`src/rtl/serial_addsub_32.sv`:
```
// Nibble-serial adder/subtractor: one 4-bit carry-lookahead slice reused over
// WIDTH/4 cycles, with a valid/ready handshake on both operand and result sides.

module serial_addsub_32_cla4 (
    input  logic [3:0] a,
    input  logic [3:0] b,
    input  logic       ci,
    output logic [3:0] s,
    output logic       c3,
    output logic       c4
);
    logic [3:0] p, g;
    logic       c1, c2;

    assign p  = a ^ b;
    assign g  = a & b;
    assign c1 = g[0] | (p[0] & ci);
    assign c2 = g[1] | (p[1] & g[0]) | (p[1] & p[0] & ci);
    assign c3 = g[2] | (p[2] & g[1]) | (p[2] & p[1] & g[0]) | (p[2] & p[1] & p[0] & ci);
    assign c4 = g[3] | (p[3] & g[2]) | (p[3] & p[2] & g[1]) | (p[3] & p[2] & p[1] & g[0])
              | (p[3] & p[2] & p[1] & p[0] & ci);
    assign s  = p ^ {c3, c2, c1, ci};
endmodule

module serial_addsub_32 #(
    parameter int WIDTH = 32
) (
    input  logic             i_clk,
    input  logic             i_rst,
    input  logic             i_valid,
    output logic             o_ready,
    input  logic [WIDTH-1:0] i_A,
    input  logic [WIDTH-1:0] i_B,
    input  logic             i_sub,
    output logic             o_valid,
    input  logic             i_ready,
    output logic [WIDTH-1:0] o_result,
    output logic             o_carry,
    output logic             o_overflow,
    output logic             o_zero
);
    localparam int NIB = WIDTH / 4;
    localparam int KW  = $clog2(NIB);

    localparam logic [1:0] IDLE = 2'd0;
    localparam logic [1:0] RUN  = 2'd1;
    localparam logic [1:0] DONE = 2'd2;

    logic [1:0]       state;
    logic [WIDTH-1:0] a_q, b_q, res_q;
    logic [KW-1:0]    k_q;
    logic             cy_q, carry_q, cmsb_q, zero_q;

    logic [3:0] nib_a, nib_b, nib_s;
    logic       nib_c3, nib_c4;
    logic       last;

    assign nib_a = a_q[{k_q, 2'b00} +: 4];
    assign nib_b = b_q[{k_q, 2'b00} +: 4];
    assign last  = (k_q == KW'(NIB - 1));

    serial_addsub_32_cla4 u_slice (
        .a  (nib_a),
        .b  (nib_b),
        .ci (cy_q),
        .s  (nib_s),
        .c3 (nib_c3),
        .c4 (nib_c4)
    );

    always_ff @(posedge i_clk) begin
        if (i_rst) begin
            state   <= IDLE;
            a_q     <= '0;
            b_q     <= '0;
            res_q   <= '0;
            k_q     <= '0;
            cy_q    <= 1'b0;
            carry_q <= 1'b0;
            cmsb_q  <= 1'b0;
            zero_q  <= 1'b0;
        end else begin
            case (state)
                IDLE: if (i_valid) begin
                    a_q   <= i_A;
                    b_q   <= i_sub ? ~i_B : i_B;
                    cy_q  <= i_sub;
                    k_q   <= '0;
                    state <= RUN;
                end
                RUN: begin
                    res_q[{k_q, 2'b00} +: 4] <= nib_s;
                    cy_q <= nib_c4;
                    k_q  <= k_q + 1'b1;
                    if (last) begin
                        // Lower nibbles of res_q already hold this operation's sum.
                        carry_q <= nib_c4;
                        cmsb_q  <= nib_c3;
                        zero_q  <= (nib_s == 4'h0) && (res_q[WIDTH-5:0] == '0);
                        state   <= DONE;
                    end
                end
                DONE: if (i_ready) state <= IDLE;
                default: state <= IDLE;
            endcase
        end
    end

    assign o_ready    = (state == IDLE);
    assign o_valid    = (state == DONE);
    assign o_result   = res_q;
    assign o_carry    = carry_q;
    assign o_overflow = cmsb_q ^ carry_q;
    assign o_zero     = zero_q;
endmodule

```
`config.mk`:
```
export PLATFORM = sky130hd
export DESIGN_NAME = serial_addsub_32
export DESIGN_NICKNAME = d
export VERILOG_FILES = /design/src/rtl/serial_addsub_32.sv
export SDC_FILE = /design/constraint.sdc
export NUM_CORES = 1
export LEC_CHECK = 0
export CAP_MARGIN = 20
export CORE_ASPECT_RATIO = 2
export CORE_MARGIN = 2
export CORE_UTILIZATION = 55
export DETAILED_ROUTE_END_ITERATION = 10
export GPL_TIMING_DRIVEN = 0
export HOLD_SLACK_MARGIN = 0.1
export PLACE_DENSITY = 0.86
export SETUP_SLACK_MARGIN = 0.2
export SYNTH_ARGS = -nofsm -noshare
export SYNTH_HDL_FRONTEND = slang
export SYNTH_HIERARCHICAL = 1
export SYNTH_SLANG_ARGS = --single-unit
```
`constraint.sdc`:
```
create_clock -name i_clk -period 10.1 [get_ports i_clk]
set_clock_uncertainty 0.15 [all_clocks]
set_input_delay 1.01 -clock i_clk [delete_from_list [all_inputs] [get_ports i_clk]]
set_output_delay 1.01 -clock i_clk [all_outputs]
set_load 0.05 [all_outputs]
```
==> results of run 1 <==
-- cells in the final DEF, fill, tap and decap left out, drive strengths merged --
cell type	n
dfxtp	105
nand2	104
clkdlybuf4s50	103
nor2	58
a21oi	39
clkbuf	38
a211oi	33
xnor2	32
mux2i	24
mux4	16
buf	12
nand2b	11
ha	11
o21ai	10
nand3b	9
nor4	8
and2	6
nand3	5
xor2	4
and3	4
nor3	4
nand4	3
or4	3
inv	2
nor2b	2
clkinvlp	2
bufinv	2
clkinv	2
nor4b	2
nor3b	1
or2	1
or3	1
a22oi	1
o31ai	1
o21bai	1
a21o	1
fa	1
-- through the flow --
step                total power, mW  setup slack, ns
floorplan                     0.561             6.63
global placement              0.622             5.96
detailed placement            0.628             5.90
CTS                           0.992             5.81
global route                   1.03             5.54
finish                        0.995             5.74
-- cell families after synthesis --
family / count (synthesis)
xor+xnor: 36
flops: 105
buf+inv: 43
compound gates: 86
simple gates: 222
fa+ha+maj: 12
mux: 40
-- layout make-up --
cell class	instances	area (sq um)
Buffer	40	174
Clock buffer	10	239
Clock inverter	5	80.1
Fill cell	644	2240
Inverter	3	11.3
Multi-Input combinational cell	396	2640
Sequential cell	105	2100
Tap cell	100	125
Timing Repair Buffer	103	1030
-- layer usage --
metal	part of all wire	wire length, um
met5	0	0
met4	0.083	1140
met3	0.041	569
met2	0.57	7750
met1	0.31	4260
-- worst paths after layout --
| path | from | end | slack [ns] | cells after the start |
|---|---|---|---|---|
| hold / removal | a_q[20] | a_q[20] | 0.31 | 2 |
| setup / recovery | k_q[1] | o_zero | 5.74 | 13 |
| setup reg to reg | k_q[1] | o_zero | 5.74 | 13 |
| hold reg to reg | a_q[20] | a_q[20] | 0.31 | 2 |
-- worst max-delay path: stages, from the launching register on --
cell      delay, ns
dfxtp_1        0.40
buf_2          0.33
buf_1          0.50
mux4_2         0.41
nand2_1        0.08
nand2_1        0.10
ha_1           0.33
a211oi_2       0.30
nor2_1         0.09
xor2_1         0.26
nor4_1         0.40
nand4_1        0.15
or4_1          0.55
o31ai_1        0.22
-- state kept, by name (all words and copies together), names as in the netlist --
| signal | flops |
|---|---|
| cmsb_q | 1 |
| o_zero | 1 |
| cy_q | 1 |
| b_q | 32 |
| o_result | 32 |
| a_q | 32 |
| o_carry | 1 |
| k_q | 3 |
| state | 2 |
-- where the power goes --
| group | leakage [nW] | total (mW) | switching [mW] | internal [mW] |
|---|---|---|---|---|
| registers | 0.859 | 0.449 | 0.0133 | 0.436 |
| logic | 1.33 | 0.172 | 0.0937 | 0.0786 |
| clock network | 0.151 | 0.374 | 0.152 | 0.222 |
| total | 2.34 | 0.995 | 0.259 | 0.737 |
==> summary.md, run 1 <==
| Metric | Value |
|---|---|
| Status | `complete, no violations` |
| Part of the cycle the worst path needs | `0.432` |
| Synthesis warning total | `6` |
| Crit path time final | `4.36 ns` |
| Worst EP arrival | `4.48 ns` |
| Cell area after synthesis | `4930 sq um` |
| Post-route antenna net violation count | `0` |
| DR vias/cell | `5.78` |
| Num Clock Sinks | `105` |
| Worst setup EP type | `flop` |
| CTS hold repair buffers | `0` |
| Gr ovfl total | `0` |
| Number of gates resized after CTS | `0` |
| DP Area | `6090 sq um` |
| Final hold slack | `0.306 ns` |
| Main combinational cell family by area after synthesis | `simple AND/OR/NAND/NOR gates` |
| EDFF count, synth | `0` |
| Post-CTS setup-driven buffer insertion count | `0` |
| Initial Utilization | `0.570` |
| Fin cells | `762` |
| VDD IR max | `0.000113 V` |
| FMAX | `229 MHz` |
| Final nets | `739` |
| Cells after DPL | `747` |
| Netlist cell types | `41` |
| Synth top area share | `0.426` |
| Static leakage | `2.34 nW` |
| Sequential share of the synthesized area | `0.426` |
| Mux cell area share after synthesis | `0.122` |
| Main flop type after synthesis | `dfxtp_1` |
| GRT Max-Usage Layer | `met2` |
| Top-count cell post-synth | `dfxtp_1` |
| Fraction of the mapped netlist area in compound gates | `0.108` |
| Wirelength per Cell | `18.0 um` |
| Hold WC Path Type | `flop to flop` |
| Slew headroom | `0.482` |
| CORE AREA | `8650 sq um` |
| DP HPWL | `10.6 mm` |
| Final setup fails | `0` |
| H-tree depth | `3` |
| CTS tree | `built` |
| Largest net degree at the start of global routing | `17` |
| RSZ-0062 raised after global routing | `false` |
| Die Ht | `138 um` |
| M2 GR Usage | `0.565` |
| Via count | `4408` |
| All-Layer GR Usage | `0.296` |
| Clk buf depth | `2` |
| Vias in the first global route | `4615` |
| Synth Area in XOR/XNOR | `0.0640` |
| Syn nets | `625` |
| Die ar. | `9780 sq um` |
| Fin area | `6400 sq um` |
| Initial antenna violation count | `0` |
| ANT cells | `0` |
| Synth top cells by count | `dfxtp_1, nand2_1, nor2_1` |
| Detailed Route Iter0 Violations | `302` |
| Setup Crit Path Kind | `flop to flop` |
| Synth-to-Final Area Change | `29.9%` |
| GR Util met3 | `0.0371` |
| GP Congestion | `0.942` |
| Clk_lat worst skew | `0.35 ns` |
| Synth Register Bits | `105` |
| First-pass GRT wire length | `21.9 mm` |
| P per Cell Area | `155 nW/um^2` |
| Port Buf Inserts | `103` |
| Clk slew on worst S/H paths | `0.07 ns` |
| Total length of routed wires | `13.7 mm` |
| Residual DRC | `0` |
| Mean Syn Cell Area | `9.06 sq um` |
| Synth area leader | `dfxtp_1` |
| GRT met1 Usage | `0.260` |
| CP required | `10.22 ns` |
| Post-Route Utilization | `0.741` |
| Num rows | `48` |
| Cells after synthesis | `544` |
| Layout cells sized above 1 | `0.0725` |
| Adder-Cell Fraction of Synth Area | `0.0320` |
| Setup tns final | `0 ns` |
| Root buffer cell | `clkbuf_16` |
| CP Launch Type | `flop` |
| Slew of the pin with the lowest slew margin | `0.775 ns` |
| Die X | `70.9 um` |
| Synth Area in Simple Gates | `0.210` |
| Max-cap violations | `0` |
| Post-synthesis async set-or-reset flop share | `0` |
| Critical path peak fanout | `10` |
| Top Ports | `106` |
| Fin. max-slew vios | `0` |
| CTS Buf Count | `9` |
| Final Hold Fails | `0` |
| Area contributors post-synth | `dfxtp_1, nand2_1, mux4_2` |
| Pre-antenna DRT Iters | `5` |
Note: power is estimated with default switching activity, not from simulation.
==> run 2: changes to the inputs <==
- CORE_UTILIZATION: 55 -> 51
- PLACE_DENSITY: 0.86 -> 0.8
- clock period: 10.1 -> 4.4 ns (I/O delays scaled with it)
==> summary.md, run 2 (synthesis results as in run 1) <==
| Metric | Value |
|---|---|
| Clk slew on worst S/H paths | `0.07 ns` |
| Worst EP arrival | `4.09 ns` |
| Die ar. | `10500 sq um` |
| Hold endpoint | `a_q[14]` |
| Final nets | `739` |
| Largest net degree at the start of global routing | `18` |
| Synth-to-Final Area Change | `30.6%` |
| P per Cell Area | `360 nW/um^2` |
| Multi-input logic area | `2640 sq um` |
| Hold WC Path Type | `flop to flop` |
| Reg area | `2100 sq um` |
| Post-route antenna net violation count | `0` |
| Status | `complete, no violations` |
| Number of gates resized after CTS | `1` |
| GP Congestion | `0.902` |
| DP Area | `6090 sq um` |
| Detailed Route Iter0 Violations | `202` |
| FMAX | `252 MHz` |
| Final Hold Fails | `0` |
| H-tree depth | `3` |
| All-Layer GR Usage | `0.268` |
| Total length of routed wires | `13.2 mm` |
| RSZ-0062 raised after global routing | `false` |
| Gr ovfl total | `0` |
| Port Buf Inserts | `103` |
| Die X | `73.5 um` |
| Initial Utilization | `0.525` |
| Most frequent cells in the layout | `dfxtp_1, nand2_1, clkdlybuf4s50_1` |
| CP Launch Type | `flop` |
| Clk buf depth | `2` |
| Commonest non-fill, non-tap cell in the layout | `dfxtp_1` |
| Critical path peak fanout | `10` |
| Initial antenna violation count | `0` |
| VDD IR max | `0.000242 V` |
| DP HPWL | `10.5 mm` |
| Setup tns final | `0 ns` |
| Die Ht | `143 um` |
| Num rows | `50` |
| Fin area | `6440 sq um` |
| Residual DRC | `0` |
| Via count | `4330` |
| Pre-antenna DRT Iters | `5` |
| CTS tree | `built` |
| Max-cap violations | `0` |
| CP required | `4.52 ns` |
| Top Ports | `106` |
| First-pass GRT wire length | `21.1 mm` |
| Vias in the first global route | `4461` |
| Layout cells sized above 1 | `0.0754` |
| Slew headroom | `0.530` |
| Fin. max-slew vios | `0` |
| Post-CTS setup-driven buffer insertion count | `0` |
| Hold Crit Depth | `2` |
| Final hold slack | `0.305 ns` |
| Hold Path Origin | `a_q[14]` |
| Part of the cycle the worst path needs | `0.902` |
| RR Endpoint | `o_zero` |
| Reg2Reg Setup Slack | `0.43 ns` |
| Static leakage | `2.36 nW` |
| Num Clock Sinks | `105` |
| DR vias/cell | `5.65` |
| CORE AREA | `9380 sq um` |
| CTS Buf Count | `9` |
| Worst r2r src | `k_q[1]` |
| Fill cell count | `765` |
| Setup Crit Path Kind | `flop to flop` |
| Clk_lat worst skew | `0.36 ns` |
| Wirelength per Cell | `17.1 um` |
| Slew of the pin with the lowest slew margin | `0.696 ns` |
| Root buffer cell | `clkbuf_16` |
| Final setup fails | `0` |
| CTS hold repair buffers | `0` |
| Worst R2R Path Depth | `13` |
| Worst setup EP type | `flop` |
| ANT cells | `0` |
| Crit path time final | `3.97 ns` |
==> run 2: changes by cell type in the layout (fill, tap and decap cells not counted) <==
cell	before	now
buf_1	3	2
buf_2	7	5
clkinvlp_4	2	0
inv_6	0	1
clkbuf_8	1	2
clkinv_2	1	0
clkbuf_4	0	3
clkinv_4	0	2
==> run 2: per-layer routing <==
layer | wire [um] | up-vias | part of all wire | GRT usage
li1 | - | 2105 | - | -
met1 | 4270 | 2031 | 0.32 | 0.252
met2 | 7680 | 153 | 0.58 | 0.496
met3 | 555 | 41 | 0.042 | 0.0487
met4 | 651 | 0 | 0.049 | 0.181
met5 | 0 | - | 0 | 0
==> run 2: how the worst max path moves through the flow <==
stage	end	cells past startpoint	slack (ns)	start
2_1_floorplan	o_zero	13	0.93	k_q[1]
3_3_place_gp	o_zero	13	0.25	k_q[1]
3_5_place_dp	o_zero	13	0.21	k_q[1]
4_1_cts	o_zero	13	0.37	k_q[1]
5_1_grt	o_zero	12	0.22	k_q[2]
6_report	o_zero	13	0.43	k_q[1]
==> run 2: layout make-up <==
cell class,count,area share
clock inverters,5,0.0134
flip-flops and latches,105,0.326
plain buffers,40,0.0284
inverters,3,0.00175
multi-input cells,396,0.410
clock buffers,11,0.0393
repair buffers,103,0.160
well taps,104,0.0202
==> run 2: power breakdown <==
part	internal, mW	switching (mW)
sequential	1.00	0.0291
combinational	0.181	0.211
clock	0.534	0.364
total	1.72	0.604
==> run 2: worst max-delay path, cell delays in order (launching register included) <==
cell,delay (ns)
dfxtp_1,0.41
clkbuf_4,0.29
clkbuf_4,0.27
mux4_2,0.34
nand2_1,0.10
nand2_1,0.11
ha_1,0.33
a211oi_2,0.31
nor2_1,0.11
xor2_1,0.25
nor4_1,0.33
nand4_1,0.12
or4_1,0.57
o31ai_1,0.20
==> run 2: stage by stage <==
step / util / worst slack (ns) / power, mW / instances
after detailed placement: 0.649 / 0.210 / 1.44 / 751
after global placement: 0.649 / 0.255 / 1.43 / 751
after floorplan: - / 0.927 / 1.29 / 544
after global routing: 0.686 / 0.217 / 2.41 / 767
final: 0.686 / 0.430 / 2.32 / 767
after CTS: 0.685 / 0.371 / 2.32 / 767
